## src/rtl/store_buffer_pkg.sv

```systemverilog
// Shared widths and types for the in-order store buffer.
// Pointers carry one extra wrap bit above the entry index.
package store_buffer_pkg;

  localparam int RV32_ADDR_WIDTH = 32;
  localparam int RV32_DATA_WIDTH = 32;
  localparam int STBUF_DEPTH     = 8;
  localparam int STBUF_ENT_SEL   = 3;

  typedef struct packed {
    logic [RV32_ADDR_WIDTH-1:0] addr;
    logic [RV32_DATA_WIDTH-1:0] data;
  } stbuf_ent_t;

endpackage

```

## src/rtl/store_buffer_fwd_sel.sv

```systemverilog
// Age-ordered priority picker: youngest set match bit in [head, tail).
// Walks oldest to youngest so the last hit found wins.
module stbuf_fwd_sel #(
  parameter int DEPTH   = 8,
  parameter int ENT_SEL = 3
) (
  input  logic [DEPTH-1:0]   i_match,
  input  logic [ENT_SEL:0]   i_head,
  input  logic [ENT_SEL:0]   i_tail,
  output logic               o_hit,
  output logic [ENT_SEL-1:0] o_sel
);

  logic [ENT_SEL:0]   cnt;
  logic [ENT_SEL-1:0] idx;

  always_comb begin
    cnt   = i_tail - i_head;
    o_hit = 1'b0;
    o_sel = '0;
    idx   = '0;
    for (int k = 0; k < DEPTH; k++) begin
      idx = i_head[ENT_SEL-1:0] + ENT_SEL'(k);
      if ((ENT_SEL+1)'(k) < cnt && i_match[idx]) begin
        o_hit = 1'b1;
        o_sel = idx;
      end
    end
  end

endmodule

```

## src/rtl/store_buffer.sv

```systemverilog
// Circular store buffer: holds executed stores until commit, drains
// committed stores to dmem and forwards the youngest match to loads.
module store_buffer
  import store_buffer_pkg::*;
(
  input  logic                       clk,
  input  logic                       rst_n,
  input  logic                       i_exfin_st,
  input  logic [RV32_ADDR_WIDTH-1:0] i_exfin_st_addr,
  input  logic [RV32_DATA_WIDTH-1:0] i_exfin_st_data,
  output logic                       o_stbuf_full,
  input  logic [1:0]                 i_com_st_num,
  input  logic                       i_flush,
  input  logic [RV32_ADDR_WIDTH-1:0] i_ld_addr,
  output logic                       o_stbuf_addr_hit,
  output logic [RV32_DATA_WIDTH-1:0] o_stbuf_rd_data,
  input  logic                       i_dmem_occupy,
  output logic                       o_dmem_we,
  output logic [RV32_ADDR_WIDTH-1:0] o_dmem_wr_addr,
  output logic [RV32_DATA_WIDTH-1:0] o_dmem_wr_data,
  output logic                       o_stbuf_empty
);

  localparam int SEL = STBUF_ENT_SEL;

  typedef logic [SEL:0] ptr_t;

  stbuf_ent_t mem_q [STBUF_DEPTH];

  ptr_t head_q, head_d;
  ptr_t com_q, com_d;
  ptr_t tail_q, tail_d;
  ptr_t unc, com_add;

  logic                   push;
  logic                   drain;
  logic [STBUF_DEPTH-1:0] match;
  logic                   hit;
  logic [SEL-1:0]         sel;

  assign o_stbuf_full  = (head_q[SEL-1:0] == tail_q[SEL-1:0])
                       && (head_q[SEL] != tail_q[SEL]);
  assign o_stbuf_empty = (head_q == tail_q);

  assign push  = i_exfin_st && !o_stbuf_full && !i_flush;
  assign drain = (head_q != com_q) && !i_dmem_occupy;

  assign o_dmem_we      = drain;
  assign o_dmem_wr_addr = mem_q[head_q[SEL-1:0]].addr;
  assign o_dmem_wr_data = mem_q[head_q[SEL-1:0]].data;

  // Over-commit is clamped to what is actually uncommitted.
  always_comb begin
    unc     = tail_q - com_q;
    com_add = ptr_t'(i_com_st_num);
    if (com_add > unc) com_add = unc;
    com_d  = com_q + com_add;
    head_d = head_q + ptr_t'(drain);
    tail_d = i_flush ? com_d : tail_q + ptr_t'(push);
  end

  always_ff @(posedge clk or negedge rst_n) begin
    if (!rst_n) begin
      head_q <= '0;
      com_q  <= '0;
      tail_q <= '0;
    end else begin
      head_q <= head_d;
      com_q  <= com_d;
      tail_q <= tail_d;
    end
  end

  always_ff @(posedge clk) begin
    if (push) begin
      mem_q[tail_q[SEL-1:0]].addr <= i_exfin_st_addr;
      mem_q[tail_q[SEL-1:0]].data <= i_exfin_st_data;
    end
  end

  always_comb begin
    for (int i = 0; i < STBUF_DEPTH; i++) begin
      match[i] = (mem_q[i].addr == i_ld_addr);
    end
  end

  stbuf_fwd_sel #(
    .DEPTH   (STBUF_DEPTH),
    .ENT_SEL (SEL)
  ) u_fwd_sel (
    .i_match (match),
    .i_head  (head_q),
    .i_tail  (tail_q),
    .o_hit   (hit),
    .o_sel   (sel)
  );

  assign o_stbuf_addr_hit = hit;
  assign o_stbuf_rd_data  = hit ? mem_q[sel].data : '0;

endmodule

```

## config.mk

```make
export PLATFORM = sky130hd
export DESIGN_NAME = store_buffer
export DESIGN_NICKNAME = d
export VERILOG_FILES = /design/src/rtl/store_buffer_pkg.sv /design/src/rtl/store_buffer_fwd_sel.sv /design/src/rtl/store_buffer.sv
export SDC_FILE = /design/constraint.sdc
export NUM_CORES = 1
export LEC_CHECK = 0
export ABC_AREA = 1
export BUFFER_PORTS_ARGS = -buffer_cell sky130_fd_sc_hd__buf_2
export CAP_MARGIN = 10
export CELL_PAD_IN_SITES_DETAIL_PLACEMENT = 0
export CELL_PAD_IN_SITES_GLOBAL_PLACEMENT = 2
export CORE_ASPECT_RATIO = 0.7
export CORE_MARGIN = 8
export CORE_UTILIZATION = 43
export CTS_BUF_LIST = sky130_fd_sc_hd__clkbuf_4 sky130_fd_sc_hd__clkbuf_8
export CTS_CLUSTER_DIAMETER = 150
export DETAILED_ROUTE_END_ITERATION = 8
export GPL_TIMING_DRIVEN = 0
export PLACE_DENSITY_LB_ADDON = 0.1
export SLEW_MARGIN = 20
export SYNTH_ARGS = -nofsm -noshare
export SYNTH_HDL_FRONTEND = slang
export SYNTH_SLANG_ARGS = --single-unit
export TNS_END_PERCENT = 10
```

## constraint.sdc

```tcl
create_clock -name clk -period 9.4 [get_ports clk]
set_input_delay 2.35 -clock clk [delete_from_list [all_inputs] [get_ports clk]]
set_output_delay 2.35 -clock clk [all_outputs]
set_load 0.02 [all_outputs]
```

==> results.sh <==
export IMPL_crit_family="buffers and inverters"
export IMPL_cp_end_kind="output pin"
export IMPL_gr_total_overflow=0
export IMPL_final_nets=3597
export IMPL_synth_top_area_share_pct=53.13
export IMPL_cp_max_fo=11
export IMPL_slowest_stage="clkbuf_2"
export IMPL_dr_first_iter_drc_count=3149
export IMPL_yosysMostFrequentCell="nand2_1"
export IMPL_critical_path_class="flop to output pin"
export IMPL_synth_top_family_by_area="simple AND/OR/NAND/NOR gates"
export IMPL_max_cap_violations=0
export IMPL_synthCells=3180
export IMPL_area_delta_synth_final_pct=15.50
export IMPL_path_clk_slew_ns=0.06
export IMPL_n_fill_cell=6249
export IMPL_core_area_sq_um=66520
export IMPL_syn_nets=3304
export IMPL_muxShareOfSynthArea_pct=0.07783
export IMPL_remaining_drc_errors=0
export IMPL_synth_compound_area_share_pct=9.910
export IMPL_finalSetupViolations=0
export IMPL_grt_max_degree=20
export IMPL_yosys_top_cells_count="nand2_1 (799), edfxtp_1 (512), nor2_1 (328)"
export IMPL_grt_usage_pct=28.64
export IMPL_clock_path_buffers=3
export IMPL_antenna_found_initial=7
export IMPL_row_count=79
export IMPL_multi_input_area_sq_um=11090
export IMPL_ys_ff_latch=524
export IMPL_vias=24730
export IMPL_cp_arrival_ns=6.38
export IMPL_die_h_microns=233.0
export IMPL_placed_cells=4271
export IMPL_htree_levels=3
export IMPL_initial_utilization_pct=43.50
export IMPL_clkSinkCount=524
export IMPL_cpMostUsedCell="nand2_1"
export IMPL_totalWireLength_microns=112300
export IMPL_synth_cell_types=46
export IMPL_final_max_slew_viol_count=0
export IMPL_ctsHoldBuffers=0
export IMPL_crit_start="head_q[1]$_DFF_PN0_"
export IMPL_tightest_slew_ns=1.187
export IMPL_dieArea_sq_um=75990
export IMPL_async_flop_share_pct=2.290
export IMPL_r2r_end="mem_q[5][8]$_DFFE_PP_"
export IMPL_synth_xor_area_share_pct=7.497
export IMPL_cts_root_buffer="clkbuf_8"
export IMPL_synth_edf_count=512
export IMPL_slew_headroom_pct=20.88
export IMPL_instances_no_fill=4442
export IMPL_seq_area_frac_synth_pct=54.17
export IMPL_hp_class="flop to flop"
export IMPL_gp_congestion=0.9269
export IMPL_wire_per_inst_microns=25.27
export IMPL_tns_ns=0
export IMPL_ys_warn_count=0
export IMPL_drtAntennaViolNets=0
export IMPL_required_ns=7.05
export IMPL_ios=203
export IMPL_period_minus_slack_ns=8.729
export IMPL_numCtsBuffers=91
export IMPL_syn_avg_cell_area_sq_um=9.100
export IMPL_hold_depth=1
export IMPL_synthAdderAreaFrac_pct=0.9858
export IMPL_holdPathEnd="com_q[3]$_DFF_PN0_"
export IMPL_fin_crit_sh_pct=92.86
export IMPL_syn_cell_area_sq_um=28940
export IMPL_synth_flop_cell="edfxtp_1"
export IMPL_cp_num_buf_inv=8
export IMPL_grt_pass1_vias=23820
export IMPL_die_x_microns=326.1
export IMPL_crit_path_max_incr_delay_ns=0.57
export IMPL_crit_path_start_kind="flop"
export IMPL_hold_path_startpoint="com_q[3]$_DFF_PN0_"
export IMPL_grt_first_pass_wirelength_microns=160400
export IMPL_firstDrtPassIters=7
export IMPL_place_port_buffers=170
export IMPL_drive_gt1_share_pct=13.58
export IMPL_via_per_inst=5.568
export IMPL_dpl_hpwl_microns=81700
export IMPL_rsz0062_at_grt="false"
export IMPL_cts_tree="done"
export IMPL_insertion_delay_ns=0.72
export IMPL_worstRegToRegCells=13
export IMPL_fmax_mhz=114.6
export IMPL_seqCellArea_sq_um=15680
export IMPL_synth_area_top_cells="edfxtp_1 (53%), nand2_1 (10%), xnor2_1 (7.1%)"
export IMPL_synth_top_area_cell="edfxtp_1"
export IMPL_yosys_area_share_simple_pct=19.62
export IMPL_hold_violations=0
export IMPL_status="finished clean"
export IMPL_r2r_slack_ns=3.97
export IMPL_skew_ns=0.03108
export IMPL_r2r_start="head_q[1]$_DFF_PN0_"
-- cell type report --
type | instances | share of cell area, %
inverters | 292 | 3.283
repair buffers | 200 | 4.680
flip-flops and latches | 524 | 46.90
plain buffers | 204 | 3.433
clock buffers | 126 | 4.590
well taps | 891 | 3.336
clock inverters | 43 | 0.5915
diodes | 2 | 0.01497
multi-input cells | 2160 | 33.17
-- stage by stage --
step / util, % / cell area, sq um / hold slack [ns] / setup slack [ns]
2_1_floorplan: - / 28940 / 0.5178 / 2.396
3_3_place_gp: 46.46 / 30900 / 0.5486 / -1.196
3_5_place_dp: 47.62 / 31680 / 0.5747 / 1.004
4_1_cts: 50.23 / 33410 / 0.5847 / 0.3134
5_1_grt: 50.24 / 33420 / 0.6043 / 0.2518
6_report: 50.24 / 33420 / 0.5739 / 0.6713
-- registers in the layout, indices dropped and copies added, names as in the netlist --
register,count
mem_q,512
com_q,4
head_q,4
tail_q,4
-- cells in the final DEF, fill, tap and decap left out, drive strengths merged, types with 3 or more instances in the layout --
master	instances
buf	313
clkinv	41
xnor2	236
inv	291
nand3	166
clkbuf	217
a21oi	148
nor2	331
a31oi	65
nand3b	64
o21ai	235
o22ai	31
clkinvlp	3
a221oi	33
xor2	10
fa	3
nand2	804
edfxtp	512
ha	18
dfrtp	12
-- logic make-up (layout without fill, tap and decap cells) --
logic type      count (synthesis)  in the layout
buf+inv                       496            865
fa+ha+maj                      21             21
other cells                     1              3
flops                         524            524
xor+xnor                      246            246
simple gates                 1372           1372
compound gates                518            518
mux                             2              2
-- worst register-to-register path, cell delays in order (launching register included) --
cell	delay (ns)
dfrtp_1	0.48
inv_1	0.26
clkbuf_1	0.56
buf_1	0.56
clkbuf_2	0.57
ha_1	0.36
nand3_1	0.19
nor2_1	0.09
nor3b_1	0.35
nand2_1	0.33
nor2_4	0.68
buf_12	0.29
buf_16	0.20
buf_12	0.22
-- timing repair --
item	in CTS	in global routing
endpoints found under the setup margin	0	12
gates resized for setup	0	6
buffers inserted	0	0
-- per-layer routing --
| layer | up-vias | wire, microns | track usage [%] |
|---|---|---|---|
| met5 | - | 7 | 0 |
| met4 | 2 | 2154 | 7.459 |
| met3 | 176 | 11610 | 6.395 |
| met2 | 1276 | 45720 | 40.42 |
| met1 | 12070 | 52780 | 43.79 |
| li1 | 11210 | - | - |
-- worst max-delay path by stage --
stage                                  end  depth (start not counted)
floorplan              o_stbuf_rd_data[22]                         26
global placement    mem_q[0][44]$_DFFE_PP_                         10
detailed placement     o_stbuf_rd_data[25]                         24
CTS                    o_stbuf_rd_data[25]                         23
global route           o_stbuf_rd_data[25]                         26
finish                 o_stbuf_rd_data[25]                         26
Power is not shown: default switching activity piles up to over one toggle a cycle in this logic, so the estimate is an artifact.
